`src/rtl/ccff_mux_loader.sv`:
```
// Loads one-hot mux select patterns into the configuration flip-flop chain from a valid/ready index stream.
// Optional CCFF_READBACK_EN adds a recirculating verify pass that flags groups with two or more ones.
module ccff_mux_loader #(
    parameter int NUM_MUX = 8,
    parameter int MEM_W   = 4,
    parameter int IDX_W   = 3
) (
    input  logic             prog_clk,
    input  logic             prog_reset,
    input  logic             sel_valid,
    output logic             sel_ready,
    input  logic [IDX_W-1:0] sel_idx,
    input  logic             sel_last,
    output logic             ccff_head,
    input  logic             ccff_tail,
    output logic             chain_shift_en,
    output logic             busy,
    output logic             done,
    output logic             err_idx,
    output logic             err_count,
    output logic             err_onehot
);

    localparam int CHAIN_L = NUM_MUX * MEM_W;
    localparam int BIT_W   = (MEM_W > 1) ? $clog2(MEM_W) : 1;
    localparam int WORD_W  = $clog2(NUM_MUX + 2);

    typedef enum logic [2:0] {
        ST_IDLE,
        ST_SHIFT,
        ST_WAIT,
        ST_VERIFY,
        ST_DONE
    } state_t;

    state_t              state_q;
    logic [MEM_W-1:0]    shreg_q;
    logic [BIT_W-1:0]    bit_cnt_q;
    logic [WORD_W-1:0]   word_cnt_q;
    logic                last_q;
    logic                sel_ready_q;
    logic                head_q;
    logic                shift_en_q;
    logic                busy_q;
    logic                done_q;
    logic                err_idx_q;
    logic                err_count_q;

    logic                accept;
    logic                idx_bad;
    logic                bit_final;
    logic [BIT_W-1:0]    bit_inc;
    logic [WORD_W-1:0]   word_inc;
    logic [MEM_W-1:0]    pat;
    logic [MEM_W-1:0]    shreg_nx;

    function automatic logic [MEM_W-1:0] encode(input logic [IDX_W-1:0] idx);
        logic [MEM_W-1:0] p;
        p = '0;
        for (int i = 0; i < MEM_W; i++) begin
            if (idx == IDX_W'(i)) p[i] = 1'b1;
        end
        return p;
    endfunction

    assign accept    = sel_valid && sel_ready_q;
    assign idx_bad   = sel_idx > IDX_W'(MEM_W);
    assign pat       = encode(sel_idx);
    assign shreg_nx  = shreg_q << 1;
    assign bit_inc   = bit_cnt_q + 1'b1;
    assign bit_final = bit_cnt_q == BIT_W'(MEM_W - 1);
    // Counts one past NUM_MUX so an overlong load still mismatches at sel_last.
    assign word_inc  = (word_cnt_q == WORD_W'(NUM_MUX + 1)) ? word_cnt_q : word_cnt_q + 1'b1;

`ifdef CCFF_READBACK_EN
    localparam int VER_W = (CHAIN_L > 1) ? $clog2(CHAIN_L) : 1;

    logic [VER_W-1:0]    ver_cnt_q;
    logic [1:0]          ones_q;
    logic [1:0]          ones_nx;
    logic                err_onehot_q;

    assign ones_nx    = ones_q[1] ? 2'd2 : ones_q + {1'b0, ccff_tail};
    assign ccff_head  = (state_q == ST_VERIFY) ? ccff_tail : head_q;
    assign err_onehot = err_onehot_q;
`else
    logic                unused_tail;

    assign unused_tail = ccff_tail;
    assign ccff_head   = head_q;
    assign err_onehot  = 1'b0;
`endif

    always_ff @(posedge prog_clk) begin
        if (prog_reset) begin
            state_q      <= ST_IDLE;
            shreg_q      <= '0;
            bit_cnt_q    <= '0;
            word_cnt_q   <= '0;
            last_q       <= 1'b0;
            sel_ready_q  <= 1'b1;
            head_q       <= 1'b0;
            shift_en_q   <= 1'b0;
            busy_q       <= 1'b0;
            done_q       <= 1'b0;
            err_idx_q    <= 1'b0;
            err_count_q  <= 1'b0;
`ifdef CCFF_READBACK_EN
            ver_cnt_q    <= '0;
            ones_q       <= '0;
            err_onehot_q <= 1'b0;
`endif
        end else begin
            done_q <= 1'b0;
            if (accept) begin
                // Only possible in IDLE, WAIT or the final bit cycle of SHIFT.
                state_q     <= ST_SHIFT;
                shreg_q     <= pat;
                head_q      <= pat[MEM_W-1];
                shift_en_q  <= 1'b1;
                busy_q      <= 1'b1;
                bit_cnt_q   <= '0;
                last_q      <= sel_last;
                sel_ready_q <= (MEM_W == 1) && !sel_last;
                if (state_q == ST_IDLE) begin
                    word_cnt_q   <= WORD_W'(1);
                    err_idx_q    <= idx_bad;
                    err_count_q  <= 1'b0;
`ifdef CCFF_READBACK_EN
                    err_onehot_q <= 1'b0;
`endif
                end else begin
                    word_cnt_q <= word_inc;
                    if (idx_bad) err_idx_q <= 1'b1;
                end
            end else begin
                case (state_q)
                    ST_IDLE, ST_WAIT: begin
                        sel_ready_q <= 1'b1;
                    end
                    ST_SHIFT: begin
                        if (!bit_final) begin
                            shreg_q     <= shreg_nx;
                            head_q      <= shreg_nx[MEM_W-1];
                            bit_cnt_q   <= bit_inc;
                            sel_ready_q <= (bit_inc == BIT_W'(MEM_W - 1)) && !last_q;
                        end else if (last_q) begin
                            head_q      <= 1'b0;
                            sel_ready_q <= 1'b0;
                            if (word_cnt_q != WORD_W'(NUM_MUX)) err_count_q <= 1'b1;
`ifdef CCFF_READBACK_EN
                            state_q    <= ST_VERIFY;
                            shift_en_q <= 1'b1;
                            ver_cnt_q  <= '0;
                            bit_cnt_q  <= '0;
                            ones_q     <= '0;
`else
                            state_q    <= ST_DONE;
                            shift_en_q <= 1'b0;
                            done_q     <= 1'b1;
`endif
                        end else begin
                            state_q     <= ST_WAIT;
                            head_q      <= 1'b0;
                            shift_en_q  <= 1'b0;
                            sel_ready_q <= 1'b1;
                        end
                    end
`ifdef CCFF_READBACK_EN
                    ST_VERIFY: begin
                        bit_cnt_q <= bit_final ? '0 : bit_inc;
                        ones_q    <= bit_final ? 2'd0 : ones_nx;
                        if (bit_final && ones_nx[1]) err_onehot_q <= 1'b1;
                        if (ver_cnt_q == VER_W'(CHAIN_L - 1)) begin
                            state_q    <= ST_DONE;
                            shift_en_q <= 1'b0;
                            done_q     <= 1'b1;
                        end else begin
                            ver_cnt_q <= ver_cnt_q + 1'b1;
                        end
                    end
`endif
                    ST_DONE: begin
                        state_q     <= ST_IDLE;
                        busy_q      <= 1'b0;
                        sel_ready_q <= 1'b1;
                    end
                    default: begin
                        state_q     <= ST_IDLE;
                        head_q      <= 1'b0;
                        shift_en_q  <= 1'b0;
                        busy_q      <= 1'b0;
                        sel_ready_q <= 1'b1;
                    end
                endcase
            end
        end
    end

    assign sel_ready      = sel_ready_q;
    assign chain_shift_en = shift_en_q;
    assign busy           = busy_q;
    assign done           = done_q;
    assign err_idx        = err_idx_q;
    assign err_count      = err_count_q;

endmodule

```
`config.mk`:
```
export PLATFORM = sky130hd
export DESIGN_NAME = ccff_mux_loader
export DESIGN_NICKNAME = d
export VERILOG_FILES = /design/src/rtl/ccff_mux_loader.sv
export SDC_FILE = /design/constraint.sdc
export NUM_CORES = 1
export LEC_CHECK = 0
export CORE_MARGIN = 4
export CORE_UTILIZATION = 39
export CTS_CLUSTER_DIAMETER = 50
export DETAILED_ROUTE_END_ITERATION = 10
export GPL_ROUTABILITY_DRIVEN = 0
export HOLD_SLACK_MARGIN = 0.15
export MAX_ROUTING_LAYER = met4
export SLEW_MARGIN = 20
export SYNTH_ARGS = -nofsm -noshare
export SYNTH_HDL_FRONTEND = slang
export SYNTH_SLANG_ARGS = --single-unit
```
`constraint.sdc`:
```
create_clock -name prog_clk -period 1.5 [get_ports prog_clk]
set_input_delay 0.225 -clock prog_clk [delete_from_list [all_inputs] [get_ports prog_clk]]
set_output_delay 0.225 -clock prog_clk [all_outputs]
set_load 0.03 [all_outputs]
```
==> metrics.md <==
| Metric | Value |
|---|---|
| Status | complete, no violations |
| Synth Area in Compound Gates | 0.2030 |
| Core Area | 2477 sq um |
| DRC viols | 0 |
| Pre-CTS WS | -0.01015 ns |
| Post-synth top flop | dfxtp_1 |
| Yosys synthesis warning count | 0 |
| Die width | 58.76 um |
| Worst hold start | sel_last |
| Mapped Area | 1005 sq um |
| Top Usage Layer GRT | met1 |
| Final ANT Viol Nets | 0 |
| P per Cell Area | 860.3 nW/um^2 |
| DRT Pass-1 Iters | 4 |
| Worst EP required | 1.69 ns |
| Area after DPL | 1250 sq um |
| Async SR Flop Fraction | 0 |
| Worst reg2reg path endpoint | bit_cnt_q[1]$_SDFFE_PP0P_ |
| Layout cells sized above 1 | 0.2128 |
| Worst hold-check path type | input pin to register |
| DR vias/cell | 5.170 |
| Gr usage total | 0.1426 |
| Initial antenna violation count | 0 |
| Max Cap Viol | 0 |
| Final Hold Fails | 0 |
| WL/cell | 12.47 um |
| TritonCTS clock tree | done |
| Crit-path cells | ha_4, nor4b_4, buf_4, nor2_1, a2111oi_2 |
| Pin count of the biggest net entering global routing | 15 |
| Mux cell area share after synthesis | 0.009963 |
| H-tree depth | 1 |
| Finished Layout Cells | 171 |
| Drt total wl | 2133 um |
| Met3 Use GR | 0.01974 |
| Placed cells | 164 |
| Die area | 3452 sq um |
| Simple-gate portion of the synthesized area | 0.2603 |
| Die height | 58.76 um |
| First-pass GRT wire length | 3808 um |
| Top delay family on crit path | flip-flops |
| Hold depth | 3 |
| Clk sinks | 20 |
| Post-DP HPWL | 1570 um |
| Synth Area per Inst | 8.813 sq um |
| Number of diodes | 0 |
| Root Buffer | clkbuf_4 |
| Crit path max fanout | 7 |
| FF-to-FF setup slack | 0.12 ns |
| Most common cell in the netlist | dfxtp_1 |
| Area Overhead vs Synth | 31.76% |
| Worst setup EP type | register |
| DR iter-0 viols | 17 |
| Final #Nets | 155 |
| Top cells by count, synth | 20 x dfxtp_1, 9 x a21oi_1, 9 x nor2_1 |
| Congestion Overflow GR | 0 |
| GR Util met1 | 0.2142 |
| Top cell type's share of synthesized area | 0.3985 |
| CP Class | register to register |
| PortBufs | 13 |
| Hold path endpoint | last_q$_SDFFE_PP0P_ |
| Worst r2r path cells | 5 |
| Fillers | 255 |
| Post-synthesis xor/xnor area fraction | 0.008717 |
| Leakage power | 0.5281 nW |
| Starting density of the core | 0.4056 |
| Critical Path Start Type | register |
| Max IR drop VDD | 0.5096 mV |
| I/O pin count | 16 |
| Clock Latency Late Sink | 0.30 ns |
| Post-synth top area cell | dfxtp_1 |
| Post-synthesis sequential area ratio | 0.3985 |
| Met2 usage | 0.1924 |
| Top cells by area, synth | dfxtp_1 40%, ha_1 6.2%, a21oi_1 4.5% |
| Clock skew | 0.008100 ns |
| Core Util, Final | 0.5343 |
| Final instance area | 1324 sq um |
| Unique masters post-synth | 37 |
| Buffers & Inverters on Critical Path | 1 |
| Storage cell area | 402.9 sq um |
| Hold bufs inserted after CTS | 0 |
| R2r startpoint | bit_cnt_q[0]$_SDFFE_PP0P_ |
| Largest family of logic cells by synthesized area | simple AND/OR/NAND/NOR gates |
| Deepest clock path buffer count | 2 |
| Via Count | 884 |
| Synth Area in Adders | 0.06227 |
| Syn nets | 127 |
| Crit path DAT | 1.57 ns |
| CTS Buf Count | 3 |
| Yosys reg bits | 20 |
| Vias in the first global route | 844 |
| EDFF count, synth | 0 |
| CTS clk-pin slew, worst paths | 0.12 ns |
| Setup WS post-layout | 0.1202 ns |
| Area of the multi-input gates | 571.8 sq um |
| FP Rows | 18 |
| Max-slew violation count | 0 |
| Min Tclk post-route | 1.380 ns |
| Power Total | 0.001139 W |
| Final worst-path cycle share | 0.9199 |
| Post-Syn Instances | 114 |
| Crit-path slowest cell | dfxtp_2 |
| Max Freq | 724.7 MHz |
| CP max stage delay | 0.36 ns |
| Final setup vio count | 0 |
-- how the worst max path moves through the flow --
| stage | from | endpoint | slack [ns] | depth (start not counted) |
|---|---|---|---|---|
| 2_1_floorplan | bit_cnt_q[0]$_SDFFE_PP0P_ | bit_cnt_q[1]$_SDFFE_PP0P_ | 0.04 | 4 |
| 3_3_place_gp | sel_valid | word_cnt_q[0]$_SDFFE_PP0P_ | 0.01 | 5 |
| 3_5_place_dp | sel_valid | shreg_q[2]$_SDFFE_PP0P_ | -0.01 | 4 |
| 4_1_cts | bit_cnt_q[0]$_SDFFE_PP0P_ | shreg_q[2]$_SDFFE_PP0P_ | 0.008 | 5 |
| 5_1_grt | bit_cnt_q[0]$_SDFFE_PP0P_ | bit_cnt_q[1]$_SDFFE_PP0P_ | -0.07 | 5 |
| 6_report | bit_cnt_q[0]$_SDFFE_PP0P_ | bit_cnt_q[1]$_SDFFE_PP0P_ | 0.12 | 5 |
-- cell type report --
type | count | share of cell area
multi-input combinational | 82 | 0.4319
sequential | 20 | 0.3043
timing repair buffer | 32 | 0.1994
tap | 30 | 0.02836
clock buffer | 4 | 0.02741
inverter | 3 | 0.008507
-- cell usage in the layout (no fill, tap or decap), drive strengths merged, types with 2 or more instances in the layout --
cell / netlist / layout
dfxtp: 20 / 20
buf: 5 / 19
nor2: 9 / 9
a21oi: 9 / 9
dlygate4sd2: 0 / 7
nand2: 6 / 6
nand3b: 6 / 6
clkdlybuf4s50: 0 / 6
nor3: 5 / 5
o21ai: 5 / 5
ha: 5 / 5
nand2b: 4 / 4
o21a: 4 / 4
clkbuf: 4 / 4
inv: 3 / 3
and2: 2 / 2
nor3b: 2 / 2
nand3: 2 / 2
or3: 2 / 2
o32ai: 2 / 2
nor2b: 2 / 2
a2111oi: 2 / 2
-- tightest hold or removal path, cell delays in order --
cell and delay (ns):
clkdlybuf4s50_1 0.40, nand2_1 0.06, a21oi_1 0.05
-- kinds of logic (layout without fill, tap and decap cells) --
| logic type | Yosys count | count (layout) |
|---|---|---|
| AOI/OAI and AO/OA | 30 | 30 |
| xor gates and xnor gates | 1 | 1 |
| adders and majority gates | 5 | 5 |
| buffers and inverters | 12 | 39 |
| DFF | 20 | 20 |
| muxes | 1 | 1 |
| other | 1 | 1 |
| and+or+nand+nor | 44 | 44 |
-- routing by layer --
metal  share of wire  up-vias
met5               0        -
met4          0.0080        0
met3           0.041        2
met2            0.44       15
met1            0.52      407
li1                -      460
-- per-stage QoR --
step	hold WS (ns)	setup TNS, ns
global placement	0.4621	0
CTS	0.4632	0
floorplan	0.3610	0
global route	0.4754	-0.06705
finish	0.4747	0
detailed placement	0.4706	-0.01669
-- power breakdown --
group          internal, W  switching (W)  total (W)
Clock             0.000148       0.000166   0.000314
Sequential        0.000560      0.0000229   0.000583
Combinational     0.000117       0.000125   0.000242
Total             0.000825       0.000314    0.00114
-- state kept, by name (all words and copies together), names as in the netlist --
signal and cells:
bit_cnt_q 2, sel_ready 1, shreg_q 3, err_count 1
done 1, word_cnt_q 4, busy 1, last_q 1
ccff_head 1, state_q 3, chain_shift_en 1, err_idx 1
-- what timing repair did --
item | 4_1_cts | 5_1_grt
setup buffers | 1 | 3
gates resized for setup | 7 | 6
setup endpoints to repair | 9 | 4
pin swaps | 1 | 3
(Power assumes the default switching activity.)
